[src/rtl/keyboard_pkg.sv]
// -----------------------------------------------------------------------------
// keyboard_pkg
// Shared PS/2 keyboard definitions: prefix bytes, common scan codes, the
// prefix-parser state encoding and the 9-bit {extended, scan code} key type.
// -----------------------------------------------------------------------------
package keyboard_pkg;

    // Prefix bytes of the PS/2 set-2 scan-code stream
    localparam logic [7:0] KC_EXT   = 8'hE0;
    localparam logic [7:0] KC_BREAK = 8'hF0;

    // Plain letter keys used for WSAD movement
    localparam logic [7:0] KC_W = 8'h1D;
    localparam logic [7:0] KC_S = 8'h1B;
    localparam logic [7:0] KC_A = 8'h1C;
    localparam logic [7:0] KC_D = 8'h23;

    // Arrow keys (these arrive behind an E0 prefix)
    localparam logic [7:0] KC_UP    = 8'h75;
    localparam logic [7:0] KC_DOWN  = 8'h72;
    localparam logic [7:0] KC_LEFT  = 8'h6B;
    localparam logic [7:0] KC_RIGHT = 8'h74;

    // Prefix parser states
    typedef enum logic [1:0] {
        IDLE    = 2'd0,
        EXT     = 2'd1,
        BRK     = 2'd2,
        EXT_BRK = 2'd3
    } parser_state_t;

    // bit 8 = extended (E0) flag, [7:0] = scan code
    typedef logic [8:0] keycode_t;

    function automatic keycode_t make_keycode(input logic ext, input logic [7:0] scan);
        return {ext, scan};
    endfunction

endpackage

[src/rtl/ps2_code_parser.sv]
// -----------------------------------------------------------------------------
// ps2_code_parser
// Turns the raw PS/2 byte stream into complete make/break key events by
// tracking the E0 (extended) and F0 (break) prefixes. A prefix that is not
// followed by another byte within PREFIX_TIMEOUT cycles is abandoned.
//
// Ports:
//   clk, rst     clock, synchronous active-high reset
//   rx_data      byte from the PS/2 receiver
//   rx_valid     single-cycle strobe qualifying rx_data
//   code_valid   high in the cycle the final byte of a code is accepted
//   code_break   event is a break (release) code
//   code         {extended, scan code} of the event
//
// The event outputs are decoded combinationally from the registered state and
// the incoming byte so that the consumer can register its outputs on the very
// edge that accepts the final byte, keeping end-to-end latency at one cycle.
// -----------------------------------------------------------------------------
module ps2_code_parser
    import keyboard_pkg::*;
#(
    parameter int unsigned PREFIX_TIMEOUT = 1_000_000
) (
    input  logic       clk,
    input  logic       rst,
    input  logic [7:0] rx_data,
    input  logic       rx_valid,
    output logic       code_valid,
    output logic       code_break,
    output keycode_t   code
);

    localparam int unsigned TMR_W = (PREFIX_TIMEOUT > 1) ? $clog2(PREFIX_TIMEOUT) : 1;
    localparam logic [TMR_W-1:0] TMR_LAST = TMR_W'(PREFIX_TIMEOUT - 1);
    localparam logic [TMR_W-1:0] TMR_ZERO = {TMR_W{1'b0}};
    localparam logic [TMR_W-1:0] TMR_ONE  = TMR_W'(1);

    parser_state_t    state_r;
    parser_state_t    state_s;
    logic [TMR_W-1:0] timer_r;
    logic [TMR_W-1:0] timer_s;

    // Parser state and prefix timeout counter
    always_ff @(posedge clk) begin
        if (rst) begin
            state_r <= IDLE;
            timer_r <= TMR_ZERO;
        end else begin
            state_r <= state_s;
            timer_r <= timer_s;
        end
    end

    // Next-state, timeout and event decode
    always_comb begin
        state_s    = state_r;
        timer_s    = timer_r;
        code_valid = 1'b0;
        code_break = 1'b0;
        code       = make_keycode(1'b0, rx_data);
        if (rx_valid) begin
            timer_s = TMR_ZERO;
            case (state_r)
                IDLE: begin
                    if (rx_data == KC_EXT) begin
                        state_s = EXT;
                    end else if (rx_data == KC_BREAK) begin
                        state_s = BRK;
                    end else begin
                        code_valid = 1'b1;
                    end
                end
                EXT: begin
                    if (rx_data == KC_BREAK) begin
                        state_s = EXT_BRK;
                    end else if (rx_data == KC_EXT) begin
                        state_s = EXT;
                    end else begin
                        code_valid = 1'b1;
                        code       = make_keycode(1'b1, rx_data);
                        state_s    = IDLE;
                    end
                end
                BRK: begin
                    if (rx_data == KC_BREAK) begin
                        state_s = BRK;
                    end else if (rx_data == KC_EXT) begin
                        state_s = EXT_BRK;
                    end else begin
                        code_valid = 1'b1;
                        code_break = 1'b1;
                        state_s    = IDLE;
                    end
                end
                EXT_BRK: begin
                    if ((rx_data == KC_EXT) || (rx_data == KC_BREAK)) begin
                        state_s = EXT_BRK;
                    end else begin
                        code_valid = 1'b1;
                        code_break = 1'b1;
                        code       = make_keycode(1'b1, rx_data);
                        state_s    = IDLE;
                    end
                end
                default: begin
                    state_s = IDLE;
                end
            endcase
        end else if (state_r != IDLE) begin
            // Waiting for the byte after a prefix; give up after the timeout
            if (timer_r == TMR_LAST) begin
                state_s = IDLE;
                timer_s = TMR_ZERO;
            end else begin
                timer_s = timer_r + TMR_ONE;
            end
        end else begin
            timer_s = TMR_ZERO;
        end
    end

endmodule

[src/rtl/key_action_mapper.sv]
// -----------------------------------------------------------------------------
// key_action_mapper
// Maps PS/2 make/break codes onto NUM_ACTIONS configurable actions. Each
// action has a held level, press/release pulses and an optional auto-repeat
// pulse (first after HOLD_DELAY cycles, then every REPEAT_PERIOD cycles).
//
// Ports:
//   clk, rst        clock, synchronous active-high reset
//   rx_data         scan-code byte from the PS/2 receiver
//   rx_valid        single-cycle strobe qualifying rx_data
//   action_held     per action: key currently down
//   action_press    per action: 1-cycle pulse on press
//   action_release  per action: 1-cycle pulse on release
//   action_repeat   per action: 1-cycle auto-repeat pulse while held
//   unmapped        1-cycle pulse: complete code matched no action
// -----------------------------------------------------------------------------
module key_action_mapper
    import keyboard_pkg::*;
#(
    parameter int unsigned NUM_ACTIONS    = 4,
    parameter keycode_t    KEYMAP [NUM_ACTIONS] = '{9'h01D, 9'h01B, 9'h023, 9'h01C},
    parameter bit          REPEAT_EN      = 1'b1,
    parameter int unsigned HOLD_DELAY     = 20_000_000,
    parameter int unsigned REPEAT_PERIOD  = 4_000_000,
    parameter int unsigned PREFIX_TIMEOUT = 1_000_000
) (
    input  logic                   clk,
    input  logic                   rst,
    input  logic [7:0]             rx_data,
    input  logic                   rx_valid,
    output logic [NUM_ACTIONS-1:0] action_held,
    output logic [NUM_ACTIONS-1:0] action_press,
    output logic [NUM_ACTIONS-1:0] action_release,
    output logic [NUM_ACTIONS-1:0] action_repeat,
    output logic                   unmapped
);

    localparam int unsigned CNT_W = 25;
    localparam logic [CNT_W-1:0] HOLD_LAST   = CNT_W'(HOLD_DELAY - 1);
    localparam logic [CNT_W-1:0] PERIOD_LAST = CNT_W'(REPEAT_PERIOD - 1);
    localparam logic [CNT_W-1:0] CNT_ZERO    = {CNT_W{1'b0}};
    localparam logic [CNT_W-1:0] CNT_ONE     = CNT_W'(1);

    logic                   code_valid_s;
    logic                   code_break_s;
    keycode_t               code_s;
    logic [NUM_ACTIONS-1:0] match_s;
    logic                   unmapped_s;
    logic                   unmapped_r;

    ps2_code_parser #(
        .PREFIX_TIMEOUT (PREFIX_TIMEOUT)
    ) u_parser (
        .clk        (clk),
        .rst        (rst),
        .rx_data    (rx_data),
        .rx_valid   (rx_valid),
        .code_valid (code_valid_s),
        .code_break (code_break_s),
        .code       (code_s)
    );

    // Compare the decoded event against every map entry; several may match
    always_comb begin
        match_s = {NUM_ACTIONS{1'b0}};
        for (int i = 0; i < NUM_ACTIONS; i++) begin
            match_s[i] = code_valid_s && (code_s == KEYMAP[i]);
        end
        unmapped_s = code_valid_s && (match_s == {NUM_ACTIONS{1'b0}});
    end

    // Unmapped-code pulse register
    always_ff @(posedge clk) begin
        if (rst) begin
            unmapped_r <= 1'b0;
        end else begin
            unmapped_r <= unmapped_s;
        end
    end

    assign unmapped = unmapped_r;

    for (genvar g = 0; g < NUM_ACTIONS; g++) begin : g_action
        logic             held_r,    held_s;
        logic             press_r,   press_s;
        logic             release_r, release_s;
        logic             repeat_r,  repeat_s;
        logic             periodic_r, periodic_s;
        logic [CNT_W-1:0] cnt_r,     cnt_s;
        logic             due_s;

        // periodic_r selects the reload interval once the first repeat fired
        assign due_s = periodic_r ? (cnt_r == PERIOD_LAST) : (cnt_r == HOLD_LAST);

        // Per-action held level, pulses and repeat counter next state
        always_comb begin
            held_s     = held_r;
            press_s    = 1'b0;
            release_s  = 1'b0;
            repeat_s   = 1'b0;
            periodic_s = periodic_r;
            cnt_s      = cnt_r;
            if (match_s[g] && !code_break_s && !held_r) begin
                held_s     = 1'b1;
                press_s    = 1'b1;
                cnt_s      = CNT_ZERO;
                periodic_s = 1'b0;
            end else if (match_s[g] && code_break_s && held_r) begin
                // A release that coincides with a due repeat suppresses it
                held_s     = 1'b0;
                release_s  = 1'b1;
                cnt_s      = CNT_ZERO;
                periodic_s = 1'b0;
            end else if (held_r) begin
                // Typematic re-makes of a held key land here and keep counting
                if (due_s) begin
                    repeat_s   = REPEAT_EN;
                    cnt_s      = CNT_ZERO;
                    periodic_s = 1'b1;
                end else begin
                    cnt_s = cnt_r + CNT_ONE;
                end
            end else begin
                cnt_s      = CNT_ZERO;
                periodic_s = 1'b0;
            end
        end

        // Per-action state and output registers
        always_ff @(posedge clk) begin
            if (rst) begin
                held_r     <= 1'b0;
                press_r    <= 1'b0;
                release_r  <= 1'b0;
                repeat_r   <= 1'b0;
                periodic_r <= 1'b0;
                cnt_r      <= CNT_ZERO;
            end else begin
                held_r     <= held_s;
                press_r    <= press_s;
                release_r  <= release_s;
                repeat_r   <= repeat_s;
                periodic_r <= periodic_s;
                cnt_r      <= cnt_s;
            end
        end

        assign action_held[g]    = held_r;
        assign action_press[g]   = press_r;
        assign action_release[g] = release_r;
        assign action_repeat[g]  = repeat_r;
    end

endmodule

[config.mk]
export PLATFORM = sky130hd
export DESIGN_NAME = key_action_mapper
export DESIGN_NICKNAME = d
export VERILOG_FILES = /design/src/rtl/keyboard_pkg.sv /design/src/rtl/ps2_code_parser.sv /design/src/rtl/key_action_mapper.sv
export SDC_FILE = /design/constraint.sdc
export NUM_CORES = 1
export LEC_CHECK = 0
export CAP_MARGIN = 20
export CORE_MARGIN = 5
export CORE_UTILIZATION = 55
export CTS_CLUSTER_DIAMETER = 200
export DETAILED_ROUTE_END_ITERATION = 8
export GPL_ROUTABILITY_DRIVEN = 0
export PLACE_DENSITY = 0.81
export SKIP_CTS_REPAIR_TIMING = 1
export SYNTH_ARGS = -nofsm -noshare
export SYNTH_HDL_FRONTEND = slang
export SYNTH_SLANG_ARGS = --single-unit
[constraint.sdc]
create_clock -name clk -period 2.87 [get_ports clk]
set_input_delay 0.287 -clock clk [delete_from_list [all_inputs] [get_ports clk]]
set_output_delay 0.287 -clock clk [all_outputs]
set_load 0.02 [all_outputs]
==> qor.txt <==
Vias - 5141
routed vias/inst - 5.668
vias in the first global route - 5168
power after layout - 4.266 mW
final WL - 13.38 mm
hold_sp - g_action[3].cnt_r[0]
Pwr Density - 576.7 mW/mm^2
synth top area cells - dfxtp_1 (44%), xor2_1 (9.1%), nor2_1 (8.8%)
diodes inserted - 0
H-tree levels - 4
cell with the most instances after synthesis - nor2_1
worst setup margin - 457.3 ps
fillers - 937
worst path required time - 3160 ps
DR iter-0 viols - 257
Worst R2R Setup Slack - 460 ps
layout cells sized above 1 - 0.07984
Gate Count Post-Synth - 736
register area - 0.002863 mm^2
std cell rows - 39
Initial Utilization - 0.5662
die area - 0.01419 mm^2
fmax - 414.5 MHz
RR Endpoint - g_action[1].cnt_r[6]
Yosys top cell area share - 0.4372
CTS Buf Count - 17
Final Hold Viols - 0
Crit Path Max Fanout - 24
Netlist cell types - 59
WL/cell - 14.75 um
initial antenna violation count - 0
crit start category - register
Nets - 771
synthesized area - 0.006548 mm^2
Commonest cells post-synth - nor2_1 (153), dfxtp_1 (143), xor2_1 (68)
IO Count - 28
pin count of the biggest net entering global routing - 26
setup TNS - 0 ps
Multi-input gate area - 0.003372 mm^2
Post-synth EDFFs - 0
worst hold path endpoint - g_action[3].cnt_r[0]
maxcap violations - 0
die span in x - 119.1 um
Peak VDD IR - 0.4270 mV
Core Region - 0.01156 mm^2
minimum clock period - 2413 ps
Relative slew margins - 0.3822
cell accounting for the most synthesized area - dfxtp_1
Setup Crit Path Kind - register to register
final setup violating endpoints - 0
Worst-path clk slew - 60 ps
clock latency at the later pin of the worst-skew pair - 420 ps
clock root cell - clkbuf_16
Layout Skew - 5.713 ps
CTS Buffer Depth - 2
Clock Sinks - 143
r2r worst-path depth - 6
DR pass1 iterations - 5
area grow syn2layout - 12.98%
Die Y - 119.1 um
drt drc - 0
fin crit share - 0.8407
design area - 0.007397 mm^2
LEAKAGE - 2.343 nW
total gr overflow - 0
sequential cell area fraction in the yosys report - 0.4372
RSZ-0062 raised after global routing - false
Hold WS - 461.3 ps
placed cell areas - 0.006789 mm^2
Synth Flop Type - dfxtp_1
Worst setup EP type - register
Synth Area per Inst - 8.896 um^2
hold depth - 1
global-route wire length before repair - 23.31 mm
Async S/R FF share, synth - 0
antenna-violating nets left - 0
global-route usage over all layers - 0.1988
PortBufs - 27
register bit total from synthesis - 143
reg-to-reg startpoint - g_action[1].cnt_r[0]
Slew @ Worst Pin - 919.6 ps
WP data arrival - 2710 ps
Hold Crit Class - register to register
synth warn - 0
Detail Placement HPWL - 9.528 mm
Max Slew Vio Count - 0
Mapped Nets - 756
CTS tree - done
dpl ws - 359.7 ps
status - complete, no violations
## cell usage in the layout (no fill, tap or decap), types with 17 or more instances in the layout
cell | Yosys | layout
nor2_1 | 153 | 153
dfxtp_1 | 143 | 143
xor2_1 | 68 | 68
nand3_1 | 54 | 54
xnor2_1 | 41 | 41
nand2_1 | 40 | 40
nand4_1 | 30 | 30
clkdlybuf4s50_1 | 0 | 27
and3_1 | 19 | 19
nor3_1 | 18 | 18
clkbuf_16 | 0 | 17
## per-stage QoR
stage | instances | util
3_3_place_gp | 875 | 0.5870
2_1_floorplan | 736 | -
5_1_grt | 907 | 0.6396
3_5_place_dp | 875 | 0.5870
6_report | 907 | 0.6396
4_1_cts | 907 | 0.6396
## registers in the layout, indices dropped and copies added (netlist names)
| signal | count |
|---|---|
| g_action.release_r | 4 |
| g_action.held_r | 4 |
| g_action.cnt_r | 100 |
| g_action.periodic_r | 4 |
| u_parser.state_r | 2 |
| unmapped | 1 |
| u_parser.timer_r | 20 |
| g_action.press_r | 4 |
| g_action.repeat_r | 4 |
## power by group
part,switching [mW],internal [mW]
clock network,0.807,1.43
registers,0.000529,1.99
logic,0.0235,0.0229
## critical path, cell delays in order (launching register included)
cell and delay, ps:
dfxtp_1 380, ha_1 230, nand4_1 170, nor2_1 310, or4b_2 700, nand2_2 390, nor2_1 100
## area by class of cell
| cell class | count | area share |
|---|---|---|
| Clock inverter | 11 | 0.01861 |
| Multi-Input combinational cell | 541 | 0.4559 |
| Timing Repair Buffer | 34 | 0.04364 |
| Tap cell | 143 | 0.02419 |
| Clock buffer | 21 | 0.06360 |
| Inverter | 14 | 0.007104 |
| Sequential cell | 143 | 0.3870 |
## worst max-delay path by stage
stage | from | endpoint | slack, ps | depth (start not counted)
4_1_cts | g_action[1].cnt_r[0] | g_action[1].cnt_r[6] | 430 | 6
3_3_place_gp | rx_data[5] | g_action[0].cnt_r[11] | 420 | 6
5_1_grt | g_action[1].cnt_r[0] | g_action[1].cnt_r[6] | 300 | 6
3_5_place_dp | rx_data[5] | g_action[0].cnt_r[14] | 360 | 6
6_report | g_action[1].cnt_r[0] | g_action[1].cnt_r[6] | 460 | 6
2_1_floorplan | u_parser.state_r[0] | g_action[2].cnt_r[19] | 840 | 10
## routing by layer
metal / GRT usage / part of all wire / up-vias / wire length (um)
met5: 0 / 0 / - / 0
met4: 0.07676 / 0.019 / 0 / 255
met3: 0.06161 / 0.037 / 22 / 494
met2: 0.3571 / 0.51 / 100 / 6873
met1: 0.2187 / 0.43 / 2472 / 5754
li1: - / - / 2547 / -
## cell families after synthesis
kind of cell | share of synthesized area
adders and majority gates | 0.01720
and+or+nand+nor | 0.3113
DFF | 0.4372
xor gates and xnor gates | 0.1458
AOI/OAI and AO/OA | 0.04071
buffers and inverters | 0.04777
No activity file was read; power rests on OpenSTA's default activity.
